File: src/rtl/tt_sweep_pkg.sv
// Shared types and constants for the truth-table sweeper.
// Holds FSM state encodings, vector count, hold-counter width and SETTLE limit.
package tt_sweep_pkg;

    typedef enum logic [1:0] {
        S_IDLE   = 2'd0,
        S_DRIVE  = 2'd1,
        S_SAMPLE = 2'd2,
        S_DONE   = 2'd3
    } state_t;

    localparam int NVEC       = 8;
    localparam int IDX_W      = 3;
    localparam int ERR_W      = 4;
    localparam int CNT_W      = 4;
    localparam int MAX_SETTLE = 15;

endpackage

File: src/rtl/tt_sweeper_if.sv
// Sweep control/status bundle between a requester and the sweeper.
// master: drives start/abort/golden/ans; slave: drives stimulus and results.
interface tt_sweeper_if;

    logic                               start;
    logic                               abort;
    logic [tt_sweep_pkg::NVEC-1:0]      golden;
    logic                               ans;
    logic                               inA;
    logic                               inB;
    logic                               inC;
    logic                               busy;
    logic                               done;
    logic                               pass;
    logic [tt_sweep_pkg::ERR_W-1:0]     err_count;
    logic [tt_sweep_pkg::IDX_W-1:0]     first_err_idx;

    modport master (
        output start, abort, golden, ans,
        input  inA, inB, inC, busy, done, pass, err_count, first_err_idx
    );

    modport slave (
        input  start, abort, golden, ans,
        output inA, inB, inC, busy, done, pass, err_count, first_err_idx
    );

endinterface

File: src/rtl/settle_cnt.sv
// Hold counter: load a value, decrement on request, flag when zero.
// Ports: clk, rst_n, load_i, load_val_i, dec_i, zero_o.
module settle_cnt
    import tt_sweep_pkg::*;
(
    input  logic             clk,
    input  logic             rst_n,
    input  logic             load_i,
    input  logic [CNT_W-1:0] load_val_i,
    input  logic             dec_i,
    output logic             zero_o
);

    logic [CNT_W-1:0] cnt_q;
    logic [CNT_W-1:0] cnt_d;

    always_comb begin
        cnt_d = cnt_q;
        if (load_i) begin
            cnt_d = load_val_i;
        end else if (dec_i && cnt_q != '0) begin
            cnt_d = cnt_q - 1'b1;
        end
    end

    always_ff @(posedge clk or negedge rst_n) begin
        if (!rst_n) begin
            cnt_q <= '0;
        end else begin
            cnt_q <= cnt_d;
        end
    end

    assign zero_o = (cnt_q == '0);

endmodule

File: src/rtl/tt_sweeper.sv
// Truth-table sweeper: drives all 8 input vectors, compares ans with golden.
// Ports: clk, rst_n, bus (slave) carrying start/abort/golden/ans and results.
module tt_sweeper
    import tt_sweep_pkg::*;
#(
    // Hold cycles per vector before sampling; legal 1..MAX_SETTLE.
    parameter int unsigned SETTLE = 2
) (
    input  logic        clk,
    input  logic        rst_n,
    tt_sweeper_if.slave bus
);

    localparam logic [CNT_W-1:0] RELOAD = CNT_W'(SETTLE - 1);
    localparam logic [IDX_W-1:0] LAST   = IDX_W'(NVEC - 1);

    state_t            state_q;
    logic [IDX_W-1:0]  idx_q;
    logic [2:0]        stim_q;
    logic              busy_q;
    logic              done_q;
    logic              pass_q;
    logic [ERR_W-1:0]  err_q;
    logic [IDX_W-1:0]  first_q;

    logic              go;
    logic              kill;
    logic              mism;
    logic [ERR_W-1:0]  err_d;
    logic              cnt_load;
    logic              cnt_dec;
    logic              cnt_zero;

    always_comb begin
        go       = bus.start &&
                   (state_q == S_IDLE || state_q == S_DONE);
        kill     = bus.abort &&
                   (state_q == S_DRIVE || state_q == S_SAMPLE);
        mism     = (bus.ans != bus.golden[idx_q]);
        err_d    = err_q + {{(ERR_W-1){1'b0}}, mism};
        // Reload on a new sweep and on every step to the next vector.
        cnt_load = go ||
                   (state_q == S_SAMPLE && !kill && idx_q != LAST);
        cnt_dec  = (state_q == S_DRIVE) && !kill && !cnt_zero;
    end

    settle_cnt u_settle_cnt (
        .clk        (clk),
        .rst_n      (rst_n),
        .load_i     (cnt_load),
        .load_val_i (RELOAD),
        .dec_i      (cnt_dec),
        .zero_o     (cnt_zero)
    );

    always_ff @(posedge clk or negedge rst_n) begin
        if (!rst_n) begin
            state_q <= S_IDLE;
            idx_q   <= '0;
            stim_q  <= '0;
            busy_q  <= 1'b0;
            done_q  <= 1'b0;
            pass_q  <= 1'b0;
            err_q   <= '0;
            first_q <= '0;
        end else begin
            unique case (state_q)
                S_IDLE, S_DONE: begin
                    if (go) begin
                        state_q <= S_DRIVE;
                        idx_q   <= '0;
                        stim_q  <= '0;
                        busy_q  <= 1'b1;
                        done_q  <= 1'b0;
                        pass_q  <= 1'b0;
                        err_q   <= '0;
                        first_q <= '0;
                    end
                end
                S_DRIVE: begin
                    if (kill) begin
                        state_q <= S_IDLE;
                        idx_q   <= '0;
                        stim_q  <= '0;
                        busy_q  <= 1'b0;
                        err_q   <= '0;
                        first_q <= '0;
                    end else if (cnt_zero) begin
                        state_q <= S_SAMPLE;
                    end
                end
                S_SAMPLE: begin
                    if (kill) begin
                        state_q <= S_IDLE;
                        idx_q   <= '0;
                        stim_q  <= '0;
                        busy_q  <= 1'b0;
                        err_q   <= '0;
                        first_q <= '0;
                    end else begin
                        err_q <= err_d;
                        if (mism && err_q == '0) begin
                            first_q <= idx_q;
                        end
                        if (idx_q == LAST) begin
                            // Stimulus stays at the last vector.
                            state_q <= S_DONE;
                            busy_q  <= 1'b0;
                            done_q  <= 1'b1;
                            pass_q  <= (err_d == '0);
                        end else begin
                            state_q <= S_DRIVE;
                            idx_q   <= idx_q + 1'b1;
                            stim_q  <= idx_q + 1'b1;
                        end
                    end
                end
            endcase
        end
    end

    assign bus.inA           = stim_q[2];
    assign bus.inB           = stim_q[1];
    assign bus.inC           = stim_q[0];
    assign bus.busy          = busy_q;
    assign bus.done          = done_q;
    assign bus.pass          = pass_q;
    assign bus.err_count     = err_q;
    assign bus.first_err_idx = first_q;

endmodule

File: src/flat_wrapper.sv
// flat-port wrapper written by rule: the top's interface ports become plain ports
module tt_sweeper_flat import tt_sweep_pkg::*;
#(
                                                                   
    parameter int unsigned SETTLE = 2
)
  (clk, rst_n, bus_start, bus_abort, bus_golden, bus_ans, bus_inA, bus_inB, bus_inC, bus_busy, bus_done, bus_pass, bus_err_count, bus_first_err_idx);
  tt_sweeper_if bus_i ();
  input  logic clk;
  input  logic rst_n;
  input wire logic [$bits(bus_i.start)-1:0] bus_start;
  input wire logic [$bits(bus_i.abort)-1:0] bus_abort;
  input wire logic [$bits(bus_i.golden)-1:0] bus_golden;
  input wire logic [$bits(bus_i.ans)-1:0] bus_ans;
  output wire logic [$bits(bus_i.inA)-1:0] bus_inA;
  output wire logic [$bits(bus_i.inB)-1:0] bus_inB;
  output wire logic [$bits(bus_i.inC)-1:0] bus_inC;
  output wire logic [$bits(bus_i.busy)-1:0] bus_busy;
  output wire logic [$bits(bus_i.done)-1:0] bus_done;
  output wire logic [$bits(bus_i.pass)-1:0] bus_pass;
  output wire logic [$bits(bus_i.err_count)-1:0] bus_err_count;
  output wire logic [$bits(bus_i.first_err_idx)-1:0] bus_first_err_idx;
  assign bus_i.start = bus_start;
  assign bus_i.abort = bus_abort;
  assign bus_i.golden = bus_golden;
  assign bus_i.ans = bus_ans;
  assign bus_inA = bus_i.inA;
  assign bus_inB = bus_i.inB;
  assign bus_inC = bus_i.inC;
  assign bus_busy = bus_i.busy;
  assign bus_done = bus_i.done;
  assign bus_pass = bus_i.pass;
  assign bus_err_count = bus_i.err_count;
  assign bus_first_err_idx = bus_i.first_err_idx;
  tt_sweeper #(.SETTLE(SETTLE)) u_core (.clk(clk), .rst_n(rst_n), .bus(bus_i));
endmodule
File: config.mk
export PLATFORM = sky130hd
export DESIGN_NAME = tt_sweeper_flat
export DESIGN_NICKNAME = d
export VERILOG_FILES = /design/src/rtl/tt_sweep_pkg.sv /design/src/rtl/tt_sweeper_if.sv /design/src/rtl/settle_cnt.sv /design/src/rtl/tt_sweeper.sv /design/src/flat_wrapper.sv
export SDC_FILE = /design/constraint.sdc
export NUM_CORES = 1
export LEC_CHECK = 0
export CORE_MARGIN = 4
export CORE_UTILIZATION = 53
export CTS_CLUSTER_SIZE = 8
export DETAILED_ROUTE_END_ITERATION = 10
export PLACE_DENSITY = 0.94
export SYNTH_ARGS = -nofsm -noshare
export SYNTH_HDL_FRONTEND = slang
export SYNTH_SLANG_ARGS = --single-unit
File: constraint.sdc
create_clock -name clk -period 5.55 [get_ports clk]
set_input_delay 1.3875 -clock clk [delete_from_list [all_inputs] [get_ports clk]]
set_output_delay 1.3875 -clock clk [all_outputs]
set_load 0.1 [all_outputs]
======== Yosys cells after proc, flatten, opt, wreduce, memory -nomap -nowiden ========
Cells that the tools add are included.
Widths: inputs -> output; s select.
cells by class
  reductions and logical operators ........ 27
  mux-type cells .......................... 34
  add/subtract/negate cells ............... 3
  magnitude comparators ................... 1
  equal/unequal tests ..................... 14
operators with widths
  cell                 number
  $mux 4               5
  $mux 3               6
  $pmux 3 s3           2
  $logic_not 4->1      3
  $pmux 4 s3           1
  $mux 1               10
  $mux 2               5
  $ne 3x2->1 const B   3
  $reduce_and 3->1     3
  $logic_and 1x1->1    8
  $pmux 2 s3           1
  $add 4x1->4          1
  $eq 2x2->1 const B   2
  $lt 3x4->1 const B   1
  $ne 2x1->1 const B   2
  $ne 2x2->1 const B   2
  $pmux 1 s2           2
  $reduce_and 2->1     2
  $reduce_and 4->1     1
  $reduce_bool 2->1    2
  $reduce_bool 4->1    1
  $sub 4x1->4 const B  1
  $add 3x1->3 const B  1
  $bmux 1 s3           1
  10 further kinds     13
storage, ports and cells
  register bits ........................... 19
  output and inout port bits .............. 13
  bits of input ports ..................... 13

======== Logic depth before layout (Yosys ltp) ========
Gate-level depths: netlist of run 1.
  word-level depth ........................ 9
  gate-level depth with buffers ........... 8
  mapped depth without buffers ............ 8

======== Hierarchy ========
Synthesis of run 1 repeated with hierarchy kept, for this count alone.
unflattened totals
  cell total of the unflattened synthesis .. 118
  area total of the unflattened synthesis .. 1218.7 sq um
by module, submodules not included
  module      times used  cells each  area each (sq um)
  tt_sweeper  1           91          948.4
  settle_cnt  1           27          270.3

======== Least setup slack after synthesis of run 1 ========
No wires, ideal clock.
  kind .................................... input-to-reg
  from .................................... input bus_golden[7]
  to ...................................... register u_core.pass_q, in the netlist u_core.bus.pass
  setup slack ............................. 2030 ps
  arrival time ............................ 3442 ps
  setup time .............................. 78 ps
  stages on the path ...................... 8
  path buffers ............................ 0
  cell sequence ........................... mux4_2 mux2i_1 xnor2_1 ha_1 ha_1 or3_2 a211o_1 a21oi_1
between the ends
  word-level cells in the longest chain between the ends .. 8
ends and longest elaborated chain
  element                       RTL line            RTL
  start: declaration            flat_wrapper.sv:13  input wire logic [$bits(bus_i.golden)-1:0] bus_golden;
  $bmux 1 s3                    tt_sweeper.sv:39    mism = (bus.ans != bus.golden[idx_q]);
  $mux 1 (implied by the code)  tt_sweeper.sv:39
  $ne 1x1->1                    tt_sweeper.sv:39
  $add 4x1->4                   tt_sweeper.sv:40    err_d = err_q + {{(ERR_W-1){1'b0}}, mism};
  $logic_not 4->1               tt_sweeper.sv:110   pass_q <= (err_d == '0);
  $mux 1                        tt_sweeper.sv:105   if (idx_q == LAST) begin
  $mux 1                        tt_sweeper.sv:93    if (kill) begin
  $pmux 1 s2                    tt_sweeper.sv:67    unique case (state_q)
  end signal: assignment        tt_sweeper.sv:110
  end: declaration              tt_sweeper.sv:22    logic pass_q;
Every way passes these cells. The select of a mux whose other input is x is not followed.
A chain may end at the register's enable or synchronous reset.

======== Final worst setup path of run 1 ========
  from .................................... input bus_golden[3]
  to ...................................... register u_core.pass_q, in the netlist u_core.bus.pass
Same word-level chain as after synthesis.

==> results of run 1 <==
[cell usage after synthesis, drive strengths merged (3+ instances only)]
library cell  count
nor2              6
nand2             8
clkbuf            3
nor2b             4
mux2i             5
dfrtp            19
ha                7
a21oi             5
nand2b            4
a22o              5
xnor2             3
nand3             3
inv               6
o21ai            10
[state kept, by name, summed over array words and instances (netlist names)]
register	flops
u_core.bus.done	1
u_core.bus.pass	1
u_core.u_settle_cnt.cnt_q	4
u_core.bus.err_count	4
u_core.idx_q	3
u_core.state_q	2
u_core.bus.busy	1
u_core.bus.first_err_idx	3
[logic make-up after synthesis]
| logic type | count (synthesis) |
|---|---|
| flip-flops | 19 |
| AND/OR/NAND/NOR | 37 |
| buffers and inverters | 9 |
| AO/OA/AOI/OAI | 30 |
| adder cells (fa/ha/maj) | 7 |
| multiplexers | 9 |
| XOR/XNOR | 4 |
[report_power, final]
part | switching [W] | internal, W | total (W)
Clock | 0.0000425 | 0.0000280 | 0.0000705
Sequential | 0.0000238 | 0.000167 | 0.000191
Combinational | 0.000206 | 0.000130 | 0.000336
Total | 0.000272 | 0.000325 | 0.000597
[path summary, 6_finish.rpt]
check | cells past startpoint | endpoint | slack, ns | startpoint
min in group asynchronous | 1 | u_core.bus.done$_DFFE_PN0P_ | 1.56 | rst_n
max reg2reg | 8 | u_core.bus.pass$_DFFE_PN0P_ | 2.75 | u_core.idx_q[0]$_DFFE_PN0P_
max | 9 | u_core.bus.pass$_DFFE_PN0P_ | 1.82 | bus_golden[3]
min | 1 | u_core.bus.busy$_DFFE_PN0P_ | 0.52 | u_core.bus.busy$_DFFE_PN0P_
min reg2reg | 1 | u_core.bus.busy$_DFFE_PN0P_ | 0.52 | u_core.bus.busy$_DFFE_PN0P_
max in group asynchronous | 1 | u_core.idx_q[1]$_DFFE_PN0P_ | 3.47 | rst_n
[stage by stage]
step / hold slack, ns / cells / power (W) / utilization [%] / area (um2)
2_1_floorplan: 0.498 / 115 / 0.000455 / - / 1150
3_3_place_gp: 0.499 / 164 / 0.000516 / 70.6 / 1430
3_5_place_dp: 0.507 / 164 / 0.000529 / 70.6 / 1430
4_1_cts: 0.531 / 168 / 0.000602 / 71.9 / 1450
5_1_grt: 0.553 / 168 / 0.000643 / 71.9 / 1450
6_report: 0.524 / 168 / 0.000597 / 71.9 / 1450
[metal layers]
metal / up-vias / part of all wire [%] / track usage (%)
met5: - / 0 / 0
met4: 0 / 2.0 / 10.8
met3: 4 / 4.6 / 3.27
met2: 23 / 49 / 36.0
met1: 476 / 45 / 23.7
li1: 474 / - / -
[layout make-up]
cell class              instances  share of cell area (%)
clock buffers                   4                    1.81
repair buffers                 25                    17.2
inverters                       6                    1.55
multi-input cells              87                    44.4
well taps                      27                    2.32
flip-flops and latches         19                    32.7
==> metrics.md, run 1 <==
| Metric | Value |
|---|---|
| Synth Area in Adders | 7.58% |
| Critical Path RT | 5.79 ns |
| Most frequent cells in the layout | clkdlybuf4s50_1, dfrtp_1, o21ai_0 |
| Crit Path Category | in2reg |
| Layout cells sized above 1 | 7.80% |
| DRT Pass-1 Iters | 4 |
| CP dominant cell by count | ha_1 |
| Clock net sink count | 19 |
| Setup TNS | 0 ns |
| Nets | 162 |
| PostCTS Resize Cnt | 0 |
| Post-CTS setup buffers | 0 |
| Sequential cell area | 475 um2 |
| Slowest CP cell | or3_2 |
| Largest net degree at the start of global routing | 20 |
| CP Data Arrival Time | 3.97 ns |
| Cell Area, Synth | 1150 um2 |
| Seq/Total Area, Yosys | 41.2% |
| Commonest non-fill, non-tap cell in the layout | clkdlybuf4s50_1 |
| Die H | 54.7 um |
| Residual DRC | 0 |
| Gate Count Post-Synth | 115 |
| Leakage | 0.669 nW |
| Setup WS pre-CTS | 1.49 ns |
| Starting Density | 57.1% |
| Die area | 2990 um2 |
| CP Max Fanout | 4 |
| Maxcap violations | 0 |
| Unrepaired setup endpoints after global routing | false |
| Diode count | 0 |
| Post-Route WL | 2.46 mm |
| Max transition margin | 34.1% |
| Skew final | 0.00755 ns |
| CTS max path bufs | 2 |
| Top post-synthesis cells by area | dfrtp_1, ha_1, mux2i_1, o21ai_0, mux4_2 |
| CORE AREA | 2020 um2 |
| Worst-path clk slew | 0.11 ns |
| CTS root buf | clkbuf_4 |
| CTS Hold Bufs | 0 |
| Vias in the first global route | 1033 |
| Fraction of registers with async set or reset after synthesis | 100% |
| Clock latency at the later pin of the worst-skew pair | 0.30 ns |
| Final slew viol count | 0 |
| PD cells | 411 nW/um2 |
| Critical Path Max Stage Delay | 0.48 ns |
| Syn avg cell area | 10.0 um2 |
| CP bufs+invs | 1 |
| CP top delay family | multiplexers |
| Multi-input combinational cell area | 646 um2 |
| Initial DRC count | 18 |
| Yosys cell types | 35 |
| Mux contribution to synthesized area | 10.2% |
| Vias | 977 |
| Register bit count reported by yosys | 19 |
| Ys Warns | 0 |
| Hold crit path type | reg2reg |
| TritonCTS Buffers | 3 |
| CP Capture Type | flip-flop |
| Fin crit period | 3.73 ns |
| Filler cells | 147 |
| CP Cell Sequence | clkdlybuf4s50_1 > mux4_2 > mux2i_1 > xnor2_1 > ha_1 > ha_1 > or3_2 > a211o_1 > a21oi_1 |
| Fin. Hold Viols | 0 |
| Critical path startpoint category | primary input |
| Final Cycle Share | 67.2% |
| Num rows | 16 |
| Post-synth top area cell | dfrtp_1 |
| Setup-failing EPs final | 0 |
| Status | finished, final reports clean |
| Post-synth top area share | 41.2% |
| Synth Area in Simple Gates | 17.3% |
| Final HPWL DP | 1.92 mm |
| Final GP Congestion | 0.889 |
| Number of I/O port buffers | 25 |
| Global-route wire length before repair | 4.36 mm |
| Post-synthesis compound-gate area fraction | 17.8% |
| ANT nets after route | 0 |
| Worst VDD drop | 0.272 mV |
| Final WS setup | 1.82 ns |
| Total gr overflow | 0 |
| All-Layer GR Usage | 20.6% |
| Die X | 54.7 um |
| Number of flops mapped to enable cells by yosys | 0 |
| Most used DFF post-synth | dfrtp_1 |
| CTS tree | done |
| Boundary pin count | 26 |
| F_max | 268 MHz |
| XOR/XNOR Fraction of Synth Area | 3.03% |
| Synth Net Count | 135 |
| Vias per cell | 5.82 |
| Worst-Margin Slew | 0.986 ns |
| WL/cell | 14.6 um |
| Largest family of logic cells by synthesized area | compound AO/OA/AOI/OAI gates |
| Initial antenna violation count | 0 |
| Layout area overhead | 25.9% |
| H-tree Lvls | 1 |
Power figures use the tool's default switching activity.
==> run 2: changes to the inputs <==
--- a/config.mk
+++ b/config.mk
@@ -6,10 +6,10 @@
 export NUM_CORES = 1
 export LEC_CHECK = 0
 export CORE_MARGIN = 4
-export CORE_UTILIZATION = 53
+export CORE_UTILIZATION = 49
 export CTS_CLUSTER_SIZE = 8
 export DETAILED_ROUTE_END_ITERATION = 10
-export PLACE_DENSITY = 0.94
+export PLACE_DENSITY = 0.88
 export SYNTH_ARGS = -nofsm -noshare
 export SYNTH_HDL_FRONTEND = slang
 export SYNTH_SLANG_ARGS = --single-unit
==> constraint.sdc (replaced) <==
create_clock -name clk -period 3.71 [get_ports clk]
set_input_delay 0.9275 -clock clk [delete_from_list [all_inputs] [get_ports clk]]
set_output_delay 0.9275 -clock clk [all_outputs]
set_load 0.1 [all_outputs]
==> metrics.md, run 2 (synthesis results as in run 1) <==
| Metric | Value |
|---|---|
| Worst-path clk slew | 0.10 ns |
| CTS root buf | clkbuf_4 |
| CTS tree | done |
| Filler cells | 186 |
| Leakage | 0.681 nW |
| Internal power | 0.000485 W |
| Starting Density | 51.7% |
| Layout area overhead | 24.7% |
| Hold crit path type | reg2reg |
| Most frequent cells in the layout | clkdlybuf4s50_1, dfrtp_1, o21ai_0 |
| Final HPWL DP | 1.81 mm |
| Setup-failing EPs final | 0 |
| Layout cells sized above 1 | 12.1% |
| CP Data Arrival Time | 3.49 ns |
| Total gr overflow | 0 |
| WL/cell | 13.9 um |
| Critical R2R Launch | u_core.idx_q[0]$_DFFE_PN0P_ |
| Worst setup startpoint | bus_golden[0] |
| Initial antenna violation count | 0 |
| Placed insts | 165 |
| DRT Pass-1 Iters | 4 |
| Final Cycle Share | 88.1% |
| PD cells | 616 nW/um2 |
| Critical Path RT | 3.93 ns |
| Vias | 942 |
| Max transition margin | 34.9% |
| Util after Layout | 64.5% |
| Comb power frac | 56.2% |
| Boundary pin count | 26 |
| CTS Hold Bufs | 0 |
| H-tree Lvls | 1 |
| Largest net degree at the start of global routing | 20 |
| CTS max path bufs | 2 |
| Net switching power | 0.000403 W |
| CORE AREA | 2230 um2 |
| TritonCTS Buffers | 3 |
| Worst-Margin Slew | 0.973 ns |
| Fin. Hold Viols | 0 |
| Diode count | 0 |
| Clock latency at the later pin of the worst-skew pair | 0.29 ns |
| Vias in the first global route | 970 |
| PostCTS Resize Cnt | 0 |
| Vias per cell | 5.57 |
| Number of I/O port buffers | 25 |
| F_max | 306 MHz |
| Die X | 56.5 um |
| Fin crit period | 3.27 ns |
| Final slew viol count | 0 |
| Die H | 56.5 um |
| Clock power frac | 11.5% |
| Post-CTS setup buffers | 0 |
| Sequential Power Share | 32.3% |
| CP Capture Type | flip-flop |
| CP Max Fanout | 4 |
| Initial DRC count | 16 |
| Nets | 162 |
| Setup TNS | 0 ns |
| All-Layer GR Usage | 16.1% |
| Crit Path Category | in2reg |
| Status | finished, final reports clean |
| Clock net sink count | 19 |
| Global-route wire length before repair | 4.18 mm |
| Unrepaired setup endpoints after global routing | false |
| Worst VDD drop | 0.650 mV |
| Critical path startpoint category | primary input |
| Post-route insts no fill | 169 |
| Post-Route WL | 2.35 mm |
| Final GP Congestion | 0.857 |
| Residual DRC | 0 |
| Maxcap violations | 0 |
| ANT nets after route | 0 |
| Net Sw Frac | 45.4% |
| Skew final | 0.00141 ns |
| Min-delay src | u_core.bus.busy$_DFFE_PN0P_ |
| Num rows | 17 |
| Die area | 3200 um2 |
[run 2: changes by cell type in the layout (fill, tap and decap cells not counted), sizes merged]
cell,previous run,this run
buf,0,6
clkdlybuf4s50,25,19
[run 2: routing by layer]
metal	up-vias	global-route usage (%)	share of wire, %	routed length, um
li1	471	-	-	-
met1	444	20.0	44	1030
met2	23	28.1	50	1170
met3	4	3.22	5.2	121
met4	0	4.41	1.1	27
met5	-	0	0	0
[run 2: power by group through the flow]
stage | logic [W] | clock network (W) | registers, W
after floorplan | 0.000302 | 0 | 0.000379
after global placement | 0.000483 | 0 | 0.000288
after detailed placement | 0.000495 | 0 | 0.000292
after CTS | 0.000500 | 0.000105 | 0.000287
after global routing | 0.000547 | 0.000115 | 0.000294
final | 0.000499 | 0.000102 | 0.000287
[run 2: critical path: stages]
cell	delay, ns
clkdlybuf4s50_1	0.43
mux4_2	0.45
mux2i_1	0.24
xnor2_1	0.10
ha_1	0.23
ha_1	0.22
or3_2	0.47
a211o_1	0.30
a21oi_1	0.12
[run 2: area by class of cell]
cell class	instances	area (um2)	share of cell area (%)
Multi-Input combinational cell	87	646	44.8
Clock buffer	4	26.3	1.82
Inverter	6	22.5	1.56
Tap cell	28	35.0	2.43
Timing Repair Buffer	25	235	16.3
Sequential cell	19	475	33.0
[run 2: final timing paths]
| check | cells after the start | end | slack (ns) |
|---|---|---|---|
| min reg2reg | 1 | u_core.bus.busy$_DFFE_PN0P_ | 0.53 |
| max | 9 | u_core.bus.pass$_DFFE_PN0P_ | 0.44 |
| min in group asynchronous | 1 | u_core.bus.first_err_idx[1]$_DFFE_PN0P_ | 1.10 |
| max reg2reg | 8 | u_core.bus.pass$_DFFE_PN0P_ | 0.90 |
| min | 1 | u_core.bus.busy$_DFFE_PN0P_ | 0.53 |
| max in group asynchronous | 1 | u_core.u_settle_cnt.cnt_q[0]$_DFFE_PN0P_ | 2.11 |
[run 2: metrics by stage]
stage | area, um2 | setup WS [ns] | power, W | hold slack, ns
2_1_floorplan | 1150 | 0.413 | 0.000681 | 0.498
3_3_place_gp | 1410 | 0.201 | 0.000771 | 0.501
3_5_place_dp | 1410 | 0.164 | 0.000787 | 0.515
4_1_cts | 1440 | 0.453 | 0.000892 | 0.533
5_1_grt | 1440 | 0.316 | 0.000956 | 0.556
6_report | 1440 | 0.442 | 0.000888 | 0.529
==> run 3: changes to the inputs <==
--- a/config.mk
+++ b/config.mk
@@ -6,10 +6,11 @@
 export NUM_CORES = 1
 export LEC_CHECK = 0
 export CORE_MARGIN = 4
-export CORE_UTILIZATION = 49
+export CORE_UTILIZATION = 55
 export CTS_CLUSTER_SIZE = 8
 export DETAILED_ROUTE_END_ITERATION = 10
-export PLACE_DENSITY = 0.88
+export DONT_BUFFER_PORTS = 1
+export PLACE_DENSITY = 0.8
 export SYNTH_ARGS = -nofsm -noshare
 export SYNTH_HDL_FRONTEND = slang
 export SYNTH_SLANG_ARGS = --single-unit
==> metrics.md, run 3 (synthesis results as in run 1) <==
| Metric | Value |
|---|---|
| Number of I/O port buffers | 0 |
| H-tree Lvls | 1 |
| Leakage | 0.596 nW |
| Clock net sink count | 19 |
| DP Area | 1200 um2 |
| ANT nets after route | 0 |
| Vias per cell | 5.99 |
| Most frequent cells in the layout | dfrtp_1, o21ai_0, nand2_1 |
| Layout cells sized above 1 | 12.6% |
| Initial antenna violation count | 0 |
| All-Layer GR Usage | 19.6% |
| Largest net degree at the start of global routing | 20 |
| Vias | 874 |
| F_max | 343 MHz |
| Nets | 140 |
| Finished Cell Area | 1230 um2 |
| Num rows | 16 |
| Final slew viol count | 0 |
| Critical Path RT | 3.96 ns |
| Final Cycle Share | 78.7% |
| CP Capture Type | flip-flop |
| Worst R2R Path Depth | 8 |
| Worst-Margin Slew | 1.04 ns |
| CTS tree | done |
| Fin crit period | 2.92 ns |
| Worst VDD drop | 0.455 mV |
| Filler cells | 162 |
| Maxcap violations | 0 |
| Global-route wire length before repair | 4.00 mm |
| Total gr overflow | 0 |
| TritonCTS Buffers | 3 |
| Post-CTS setup buffers | 0 |
| Crit Path Category | in2reg |
| CTS root buf | clkbuf_4 |
| CTS max path bufs | 2 |
| Starting Density | 58.3% |
| Commonest non-fill, non-tap cell in the layout | dfrtp_1 |
| Power Total | 0.000860 W |
| Residual DRC | 0 |
| Worst-path clk slew | 0.12 ns |
| CP Data Arrival Time | 3.17 ns |
| Status | finished, final reports clean |
| Final GP Congestion | 0.765 |
| CP Max Fanout | 4 |
| Die X | 53.8 um |
| Post-Route WL | 2.33 mm |
| DRT Pass-1 Iters | 4 |
| Diode count | 0 |
| CORE AREA | 1980 um2 |
| Layout area overhead | 6.28% |
| Max transition margin | 30.6% |
| PostCTS Resize Cnt | 0 |
| Hold crit path type | in2async |
| PD cells | 701 nW/um2 |
| Clock latency at the later pin of the worst-skew pair | 0.32 ns |
| Die area | 2900 um2 |
| Boundary pin count | 26 |
| Vias in the first global route | 899 |
| Final HPWL DP | 1.74 mm |
| Die H | 53.8 um |
| Initial DRC count | 20 |
| Setup TNS | 0 ns |
| WL/cell | 16.0 um |
| R2R Setup Slk | 0.82 ns |
| Skew final | 0.0166 ns |
| Unrepaired setup endpoints after global routing | false |
| WHS | 0.283 ns |
| CTS Hold Bufs | 0 |
| Setup-failing EPs final | 0 |
| Fin. Hold Viols | 0 |
| Critical path startpoint category | primary input |
-- run 3: changes by cell type in the layout (fill, tap and decap cells not counted) --
cell / previous run / this run
clkdlybuf4s50_1: 19 / 0
buf_4: 6 / 3
clkbuf_1: 1 / 0
clkinv_2: 0 / 1
-- run 3: worst paths after layout --
check / to / startpoint
hold / removal: u_core.bus.done$_DFFE_PN0P_ / rst_n
hold reg to reg: u_core.u_settle_cnt.cnt_q[3]$_DFFE_PN0P_ / u_core.u_settle_cnt.cnt_q[3]$_DFFE_PN0P_
min in group clk: u_core.u_settle_cnt.cnt_q[3]$_DFFE_PN0P_ / u_core.u_settle_cnt.cnt_q[3]$_DFFE_PN0P_
setup reg to reg: u_core.bus.pass$_DFFE_PN0P_ / u_core.idx_q[0]$_DFFE_PN0P_
setup / recovery: u_core.bus.pass$_DFFE_PN0P_ / bus_golden[7]
max in group asynchronous: u_core.bus.busy$_DFFE_PN0P_ / rst_n
-- run 3: area by class of cell --
type                    count  area (um2)  share of cell area [%]
well taps                  27        33.8                    2.75
multi-input cells          87         646                    52.6
clock buffers               3        22.5                    1.83
repair buffers              3        22.5                    1.83
clock inverters             1        5.00                   0.408
flip-flops and latches     19         475                    38.7
inverters                   6        22.5                    1.83
-- run 3: per-stage QoR --
stage	setup WS, ns	utilization [%]	instances
after global placement	0.571	60.5	142
final	0.790	61.9	146
after global routing	0.599	61.9	146
after floorplan	0.413	-	115
after CTS	0.802	61.9	146
after detailed placement	0.472	60.5	142
-- run 3: critical path, cell delays in order --
cell	delay, ns
mux4_2	0.44
mux2i_1	0.29
xnor2_1	0.12
ha_1	0.24
ha_1	0.24
or3_2	0.48
a211o_1	0.31
a21oi_1	0.13
-- run 3: report_power, final --
| part | internal [W] | switching, W | total, W |
|---|---|---|---|
| Combinational | 0.000169 | 0.000235 | 0.000403 |
| Clock | 0.0000404 | 0.0000677 | 0.000108 |
| Sequential | 0.000248 | 0.000101 | 0.000349 |
| Total | 0.000457 | 0.000403 | 0.000860 |
-- run 3: routing by layer --
layer  global-route usage, %  vias up  wire length (um)
li1                        -      431                 -
met1                    24.1      407              1020
met2                    31.3       31              1070
met3                    5.26        5               193
met4                    10.2        0                51
met5                       0        -                 0
